File: config.mk
export PLATFORM = sky130hd
export DESIGN_NAME = dpwm_sequencer
export DESIGN_NICKNAME = d
export VERILOG_FILES = /design/src/rtl/dpwm_pkg.sv /design/src/rtl/dpwm_period_tracker.sv /design/src/rtl/dpwm_sequencer.sv
export SDC_FILE = /design/constraint.sdc
export NUM_CORES = 1
export LEC_CHECK = 0
export CELL_PAD_IN_SITES_DETAIL_PLACEMENT = 2
export CELL_PAD_IN_SITES_GLOBAL_PLACEMENT = 2
export CORE_ASPECT_RATIO = 1.1
export CORE_UTILIZATION = 29
export CTS_BUF_LIST = sky130_fd_sc_hd__clkbuf_8
export DETAILED_ROUTE_END_ITERATION = 8
export PLACE_DENSITY = 0.72
export SLEW_MARGIN = 5
export SYNTH_ARGS = -nofsm -noshare
export SYNTH_HDL_FRONTEND = slang
export SYNTH_HIERARCHICAL = 1
export SYNTH_SLANG_ARGS = --single-unit
File: constraint.sdc
create_clock -name hf_clock -period 3.4 [get_ports hf_clock]
set_clock_uncertainty 0.15 [all_clocks]
set_input_delay 0.68 -clock hf_clock [delete_from_list [all_inputs] [get_ports hf_clock]]
set_output_delay 0.68 -clock hf_clock [all_outputs]
set_load 0.1 [all_outputs]
File: src/rtl/dpwm_pkg.sv
// dpwm_pkg: shared definitions for the DPWM sequencer.
//  - FSM state encoding (IDLE=0, RAMP=1, RUN=2, FAULT=3)
//  - default word resolution
//  - saturating min / add helpers, evaluated on a wide word so any
//    RESOLUTION up to DPWM_WMAX-1 bits is handled without overflow.
package dpwm_pkg;

    localparam int unsigned DPWM_RESOLUTION_DEFAULT = 32'd12;
    localparam int unsigned DPWM_WMAX               = 32'd32;

    typedef logic [DPWM_WMAX-1:0] dpwm_word_t;

    typedef enum logic [2:0] {
        ST_IDLE  = 3'd0,
        ST_RAMP  = 3'd1,
        ST_RUN   = 3'd2,
        ST_FAULT = 3'd3
    } dpwm_state_e;

    // Smaller of two unsigned words.
    function automatic dpwm_word_t dpwm_min(input dpwm_word_t a, input dpwm_word_t b);
        dpwm_word_t r;
        if (a < b) begin
            r = a;
        end else begin
            r = b;
        end
        return r;
    endfunction

    // a + b, saturated at limit; the sum carries one extra bit so it cannot wrap.
    function automatic dpwm_word_t dpwm_sat_add(input dpwm_word_t a,
                                                input dpwm_word_t b,
                                                input dpwm_word_t limit);
        logic [DPWM_WMAX:0] sum;
        dpwm_word_t         r;
        sum = {1'b0, a} + {1'b0, b};
        if (sum > {1'b0, limit}) begin
            r = limit;
        end else begin
            r = sum[DPWM_WMAX-1:0];
        end
        return r;
    endfunction

endpackage

File: src/rtl/dpwm_period_tracker.sv
// dpwm_period_tracker: local mirror of the pwm_generator period counter.
// The count is held at 0 while the generator is in reset, otherwise it runs
// 0..fs and wraps, where fs = all-ones - frequency_select currently in force.
// It flags the boundary cycle (count == fs) for the sequencer and produces a
// registered period_start pulse that lines up with the generator's count 0.
module dpwm_period_tracker
    import dpwm_pkg::*;
#(
    parameter int unsigned RESOLUTION = DPWM_RESOLUTION_DEFAULT
) (
    input  logic                  hf_clock,
    input  logic                  reset_n,
    input  logic [RESOLUTION-1:0] frequency_select,
    input  logic                  pwm_reset,
    input  logic                  pwm_reset_next,
    output logic                  boundary,
    output logic                  period_start
);

    localparam logic [RESOLUTION-1:0] ZERO_W = {RESOLUTION{1'b0}};
    localparam logic [RESOLUTION-1:0] ONE_W  = {{(RESOLUTION-1){1'b0}}, 1'b1};

    logic [RESOLUTION-1:0] fs_s;
    logic [RESOLUTION-1:0] count_r;
    logic [RESOLUTION-1:0] count_next_s;
    logic                  at_end_s;
    logic                  period_start_r;

    assign fs_s     = ~frequency_select;
    assign at_end_s = (count_r >= fs_s);
    assign boundary = (!pwm_reset) && at_end_s;

    // Next mirror count: held while the generator is reset, wraps after fs.
    always_comb begin
        count_next_s = count_r;
        if (pwm_reset) begin
            count_next_s = ZERO_W;
        end else if (at_end_s) begin
            count_next_s = ZERO_W;
        end else begin
            count_next_s = count_r + ONE_W;
        end
    end

    // Mirror counter and period_start register (pulse aligned with count 0).
    always_ff @(posedge hf_clock or negedge reset_n) begin
        if (!reset_n) begin
            count_r        <= ZERO_W;
            period_start_r <= 1'b0;
        end else begin
            count_r        <= count_next_s;
            period_start_r <= (!pwm_reset_next) && (count_next_s == ZERO_W);
        end
    end

    assign period_start = period_start_r;

endmodule

File: src/rtl/dpwm_sequencer.sv
// dpwm_sequencer: controller for one pwm_generator.
// Owns highD / lowD / frequency_select / reset of the generator and sequences
// IDLE -> (RAMP) -> RUN, with FAULT shutdown. Settings change only at a
// sawtooth period boundary (or on state entry), so a running period is never
// disturbed. lowD trails highD by the dead time, clamped to the period.
// Optional feature macro: DPWM_SOFTSTART_EN (present: soft-start RAMP state;
// absent: IDLE goes straight to RUN at the clamped duty, RAMP_STEP unused).
module dpwm_sequencer
    import dpwm_pkg::*;
#(
    parameter int unsigned RESOLUTION = DPWM_RESOLUTION_DEFAULT,
    parameter int unsigned RAMP_STEP  = 32'd1
) (
    input  logic                  hf_clock,
    input  logic                  reset_n,
    input  logic                  enable,
    input  logic                  fault,
    input  logic                  clear_fault,
    input  logic [RESOLUTION-1:0] duty_target,
    input  logic [RESOLUTION-1:0] dead_time,
    input  logic [RESOLUTION-1:0] freq_sel_in,
    output logic [RESOLUTION-1:0] highD,
    output logic [RESOLUTION-1:0] lowD,
    output logic [RESOLUTION-1:0] frequency_select,
    output logic                  pwm_reset,
    output logic                  period_start,
    output logic                  fault_latched,
    output logic [2:0]            state
);

    localparam logic [RESOLUTION-1:0] ZERO_W = {RESOLUTION{1'b0}};

    // RESOLUTION-wide wrappers around the package helpers.
    function automatic logic [RESOLUTION-1:0] rmin(input logic [RESOLUTION-1:0] a,
                                                   input logic [RESOLUTION-1:0] b);
        return RESOLUTION'(dpwm_min(dpwm_word_t'(a), dpwm_word_t'(b)));
    endfunction

    function automatic logic [RESOLUTION-1:0] rsat(input logic [RESOLUTION-1:0] a,
                                                   input logic [RESOLUTION-1:0] b,
                                                   input logic [RESOLUTION-1:0] limit);
        return RESOLUTION'(dpwm_sat_add(dpwm_word_t'(a), dpwm_word_t'(b), dpwm_word_t'(limit)));
    endfunction

    dpwm_state_e           state_r;
    dpwm_state_e           state_next_s;
    logic [RESOLUTION-1:0] high_r;
    logic [RESOLUTION-1:0] high_next_s;
    logic [RESOLUTION-1:0] low_r;
    logic [RESOLUTION-1:0] low_next_s;
    logic [RESOLUTION-1:0] fsel_r;
    logic [RESOLUTION-1:0] fsel_next_s;
    logic                  pwm_reset_r;
    logic                  pwm_reset_next_s;
    logic                  fault_latched_r;

    logic                  boundary_s;

    // Settings derived from the live inputs; they only take effect when
    // the FSM loads them (boundary or state entry), so fs comes from
    // freq_sel_in, which is loaded in the same cycle.
    logic [RESOLUTION-1:0] fs_in_s;
    logic [RESOLUTION-1:0] dt_s;
    logic [RESOLUTION-1:0] dmax_s;
    logic [RESOLUTION-1:0] dclamp_s;
    logic [RESOLUTION-1:0] low_dclamp_s;

    assign fs_in_s      = ~freq_sel_in;
    assign dt_s         = rmin(dead_time, fs_in_s);
    assign dmax_s       = fs_in_s - dt_s;
    assign dclamp_s     = rmin(duty_target, dmax_s);
    assign low_dclamp_s = rsat(dclamp_s, dt_s, fs_in_s);

`ifdef DPWM_SOFTSTART_EN
    localparam logic [RESOLUTION-1:0] RAMP_STEP_W = RESOLUTION'(RAMP_STEP);

    logic [RESOLUTION-1:0] ramp_s;
    logic [RESOLUTION-1:0] low_ramp_s;

    assign ramp_s     = rsat(high_r, RAMP_STEP_W, dclamp_s);
    assign low_ramp_s = rsat(ramp_s, dt_s, fs_in_s);
`endif

    dpwm_period_tracker #(
        .RESOLUTION (RESOLUTION)
    ) u_tracker (
        .hf_clock         (hf_clock),
        .reset_n          (reset_n),
        .frequency_select (fsel_r),
        .pwm_reset        (pwm_reset_r),
        .pwm_reset_next   (pwm_reset_next_s),
        .boundary         (boundary_s),
        .period_start     (period_start)
    );

    // Next-state and next-output logic; fault overrides everything else.
    always_comb begin
        state_next_s     = state_r;
        high_next_s      = high_r;
        low_next_s       = low_r;
        fsel_next_s      = fsel_r;
        pwm_reset_next_s = pwm_reset_r;

        if (fault) begin
            state_next_s     = ST_FAULT;
            pwm_reset_next_s = 1'b1;
            high_next_s      = ZERO_W;
            low_next_s       = ZERO_W;
        end else begin
            case (state_r)
                ST_IDLE: begin
                    pwm_reset_next_s = 1'b1;
                    high_next_s      = ZERO_W;
                    low_next_s       = ZERO_W;
                    if (enable) begin
                        pwm_reset_next_s = 1'b0;
                        fsel_next_s      = freq_sel_in;
`ifdef DPWM_SOFTSTART_EN
                        state_next_s     = ST_RAMP;
                        high_next_s      = ZERO_W;
                        low_next_s       = dt_s;
`else
                        state_next_s     = ST_RUN;
                        high_next_s      = dclamp_s;
                        low_next_s       = low_dclamp_s;
`endif
                    end else begin
                        state_next_s     = ST_IDLE;
                    end
                end

`ifdef DPWM_SOFTSTART_EN
                ST_RAMP: begin
                    if (!enable) begin
                        state_next_s     = ST_IDLE;
                        pwm_reset_next_s = 1'b1;
                        high_next_s      = ZERO_W;
                        low_next_s       = ZERO_W;
                    end else if (boundary_s) begin
                        fsel_next_s = freq_sel_in;
                        if (duty_target < high_r) begin
                            // Target fell below the ramp: jump straight to it.
                            state_next_s = ST_RUN;
                            high_next_s  = dclamp_s;
                            low_next_s   = low_dclamp_s;
                        end else begin
                            high_next_s = ramp_s;
                            low_next_s  = low_ramp_s;
                            if (ramp_s == dclamp_s) begin
                                state_next_s = ST_RUN;
                            end else begin
                                state_next_s = ST_RAMP;
                            end
                        end
                    end else begin
                        state_next_s = ST_RAMP;
                    end
                end
`endif

                ST_RUN: begin
                    if (!enable) begin
                        state_next_s     = ST_IDLE;
                        pwm_reset_next_s = 1'b1;
                        high_next_s      = ZERO_W;
                        low_next_s       = ZERO_W;
                    end else if (boundary_s) begin
                        fsel_next_s = freq_sel_in;
                        high_next_s = dclamp_s;
                        low_next_s  = low_dclamp_s;
                    end else begin
                        state_next_s = ST_RUN;
                    end
                end

                ST_FAULT: begin
                    pwm_reset_next_s = 1'b1;
                    high_next_s      = ZERO_W;
                    low_next_s       = ZERO_W;
                    // Release needs an explicit clear with switching not requested.
                    if (clear_fault && !enable) begin
                        state_next_s = ST_IDLE;
                    end else begin
                        state_next_s = ST_FAULT;
                    end
                end

                default: begin
                    state_next_s     = ST_IDLE;
                    pwm_reset_next_s = 1'b1;
                    high_next_s      = ZERO_W;
                    low_next_s       = ZERO_W;
                end
            endcase
        end
    end

    // State and generator-facing output registers.
    always_ff @(posedge hf_clock or negedge reset_n) begin
        if (!reset_n) begin
            state_r         <= ST_IDLE;
            high_r          <= ZERO_W;
            low_r           <= ZERO_W;
            fsel_r          <= ZERO_W;
            pwm_reset_r     <= 1'b1;
            fault_latched_r <= 1'b0;
        end else begin
            state_r         <= state_next_s;
            high_r          <= high_next_s;
            low_r           <= low_next_s;
            fsel_r          <= fsel_next_s;
            pwm_reset_r     <= pwm_reset_next_s;
            fault_latched_r <= (state_next_s == ST_FAULT);
        end
    end

    assign highD            = high_r;
    assign lowD             = low_r;
    assign frequency_select = fsel_r;
    assign pwm_reset        = pwm_reset_r;
    assign fault_latched    = fault_latched_r;
    assign state            = state_r;

endmodule

==> impl_metrics.json <==
{
  "synth_top_area_frac": 0.266,
  "antenna_cells": 0,
  "synth_edf_count": 0,
  "async_flop_share": 1.00,
  "setup_tns_ps": -98280,
  "setup_viol": 24,
  "port_buffers": 82,
  "maxCapViolCount": 0,
  "power.density_nw_per_um2": 885,
  "syn-num-nets": 693,
  "firstDrtPassIters": 5,
  "final_common_cell": "buf_4",
  "cp.required_ps": 3440,
  "min_period_ps": 9190,
  "hold_buffers": 0,
  "status": "finished, violations left",
  "fin_area_sq_um": 8600,
  "timing.slew.headroom": 0.468,
  "vias": 6237,
  "antenna_found_initial": 0,
  "die_x_um": 127,
  "fin_ws_ps": -5790,
  "core_area_sq_um": 16600,
  "final_max_slew_viol_count": 0,
  "finalPower_mw": 7.61,
  "areaGrowthSynthToFinish_pct": 72.5,
  "avgSynthCellArea_sq_um": 8.56,
  "crit_fanout": 6,
  "dp.cells": 998,
  "ys.flop_type": "dfrtp_1",
  "die_y_um": 140,
  "drt-initial-drc-count": 303,
  "clock-sinks": 54,
  "syn_inst": 582,
  "rsz0062_at_grt": "true",
  "syn-cell-area_sq_um": 4980,
  "cp.arrival_ps": 9230,
  "wl_per_cell_um": 29.1,
  "critPathKind": "in2reg",
  "whs_ps": 343,
  "grt_pass1_wl_um": 39700,
  "synthTopCellsByArea": "dfrtp_1, ha_1, nand2_1",
  "path_clk_slew_ps": 110,
  "yosys.area.top_type": "dfrtp_1",
  "grt_max_degree": 55,
  "violations": "setup timing",
  "synth.distinct_cells": 73,
  "crit_path_max_incr_delay_ps": 430,
  "globalplace.congestion": 0.887,
  "hold_class": "in2async",
  "drive_gt1_frac": 0.488,
  "power.static_leakage_nw": 4.05,
  "endpoint_kind": "register",
  "start_util": 0.301,
  "place_area_sq_um": 7150,
  "clk_root_buffer_cell": "clkbuf_8",
  "via_per_inst": 5.85,
  "grt_pass1_vias": 6902,
  "most-common-layout-cells": "buf_4, nand2_1, dfrtp_1",
  "insertion_delay_ps": 340,
  "yosysSeqAreaShare": 0.271,
  "start_kind": "input port",
  "crit_slowest_cell": "ha_1",
  "overflow": 0,
  "vdd_drop_max_uv": 408,
  "finalHoldViolations": 0,
  "ant_nets": 0,
  "pre_cts_slack_ps": -6080,
  "htree_levels": 2,
  "hpwl_um": 16700,
  "yosysWarnings": 6,
  "drc": 0,
  "fin_crit_sh": 2.70,
  "fmax_mhz": 109,
  "clk_path_buf_depth": 2,
  "utilization": 0.520,
  "rows": 49,
  "tritoncts": "yes",
  "die_area_sq_um": 17700,
  "track_usage": 0.297,
  "wl_um": 31000,
  "crit_top_cell": "buf_6",
  "worst_slew_pin_slew_ps": 796,
  "final_nets": 973,
  "yosys_register_bits": 54,
  "final_cells": 1067,
  "ios": 83,
  "numCtsBuffers": 5
}
==> critical path, delay by kind of cell <==
| kind | cells | cell delay (ps) |
|---|---|---|
| compound gates | 17 | 3780 |
| mux | 4 | 720 |
| buf+inv | 8 | 1300 |
| xor+xnor | 2 | 430 |
| simple gates | 5 | 720 |
| fa+ha+maj | 6 | 1550 |
==> sequential cells by signal, indices dropped and copies added, names as in the netlist <==
signal and flops:
pwm_reset 1, lowD 12, u_tracker/period_start 1, u_tracker/count_r 12
state 3, fault_latched 1, highD 12, frequency_select 12
==> cells in the mapped netlist, types with 12 or more instances <==
cell      instances
dfrtp_1          53
nor2_1           37
nand2_1          71
a21oi_1          25
inv_1            38
xor2_1           13
clkbuf_1         12
xnor2_1          15
ha_1             70
o21ai_0          42
nand3_1          20
nor3_1           12
==> timing repair <==
item,in CTS,in global routing
buffers inserted,43,26
pin swaps,64,70
resized for setup,181,99
cloned,1,0
setup endpoints to repair,24,24
==> cell type report <==
cell class / instances / area [sq um]
sequential: 54 / 1350
multi-input combinational: 472 / 4350
tap: 204 / 255
clock buffer: 5 / 68.8
fill: 1731 / 7950
inverter: 38 / 145
timing repair buffer: 291 / 2410
clock inverter: 3 / 18.8
==> cell families after synthesis <==
logic type	after synthesis	synth area share
DFF	54	0.271
AOI/OAI and AO/OA	159	0.230
buffers and inverters	57	0.0454
adders and majority gates	72	0.180
muxes	14	0.0291
other	1	0.000752
and+or+nand+nor	197	0.194
xor gates and xnor gates	28	0.0492
==> metal layers <==
layer | vias to the layer above | GRT usage | part of all wire
met5 | - | 0 | 0
met4 | 0 | 0.143 | 0.066
met3 | 123 | 0.0358 | 0.035
met2 | 245 | 0.579 | 0.54
met1 | 3195 | 0.309 | 0.36
li1 | 2674 | - | -
==> final timing paths <==
| path | start | to | slack, ps | cells after the start |
|---|---|---|---|---|
| hold / removal | reset_n | frequency_select[8] | 340 | 2 |
| setup / recovery | freq_sel_in[1] | lowD[5] | -5790 | 42 |
| setup reg to reg | u_tracker/count_r[10] | frequency_select[0] | 270 | 10 |
| hold reg to reg | highD[10] | highD[10] | 370 | 1 |
| max in group asynchronous | reset_n | state[0] | 2230 | 2 |
| min in group hf_clock | highD[10] | highD[10] | 370 | 1 |
==> report_power, final <==
group          switching (mW)  internal, mW
clock                   0.254         0.143
sequential             0.0478         0.689
combinational            3.48          3.00
total                    3.78          3.83
Power figures use the tool's default switching activity.
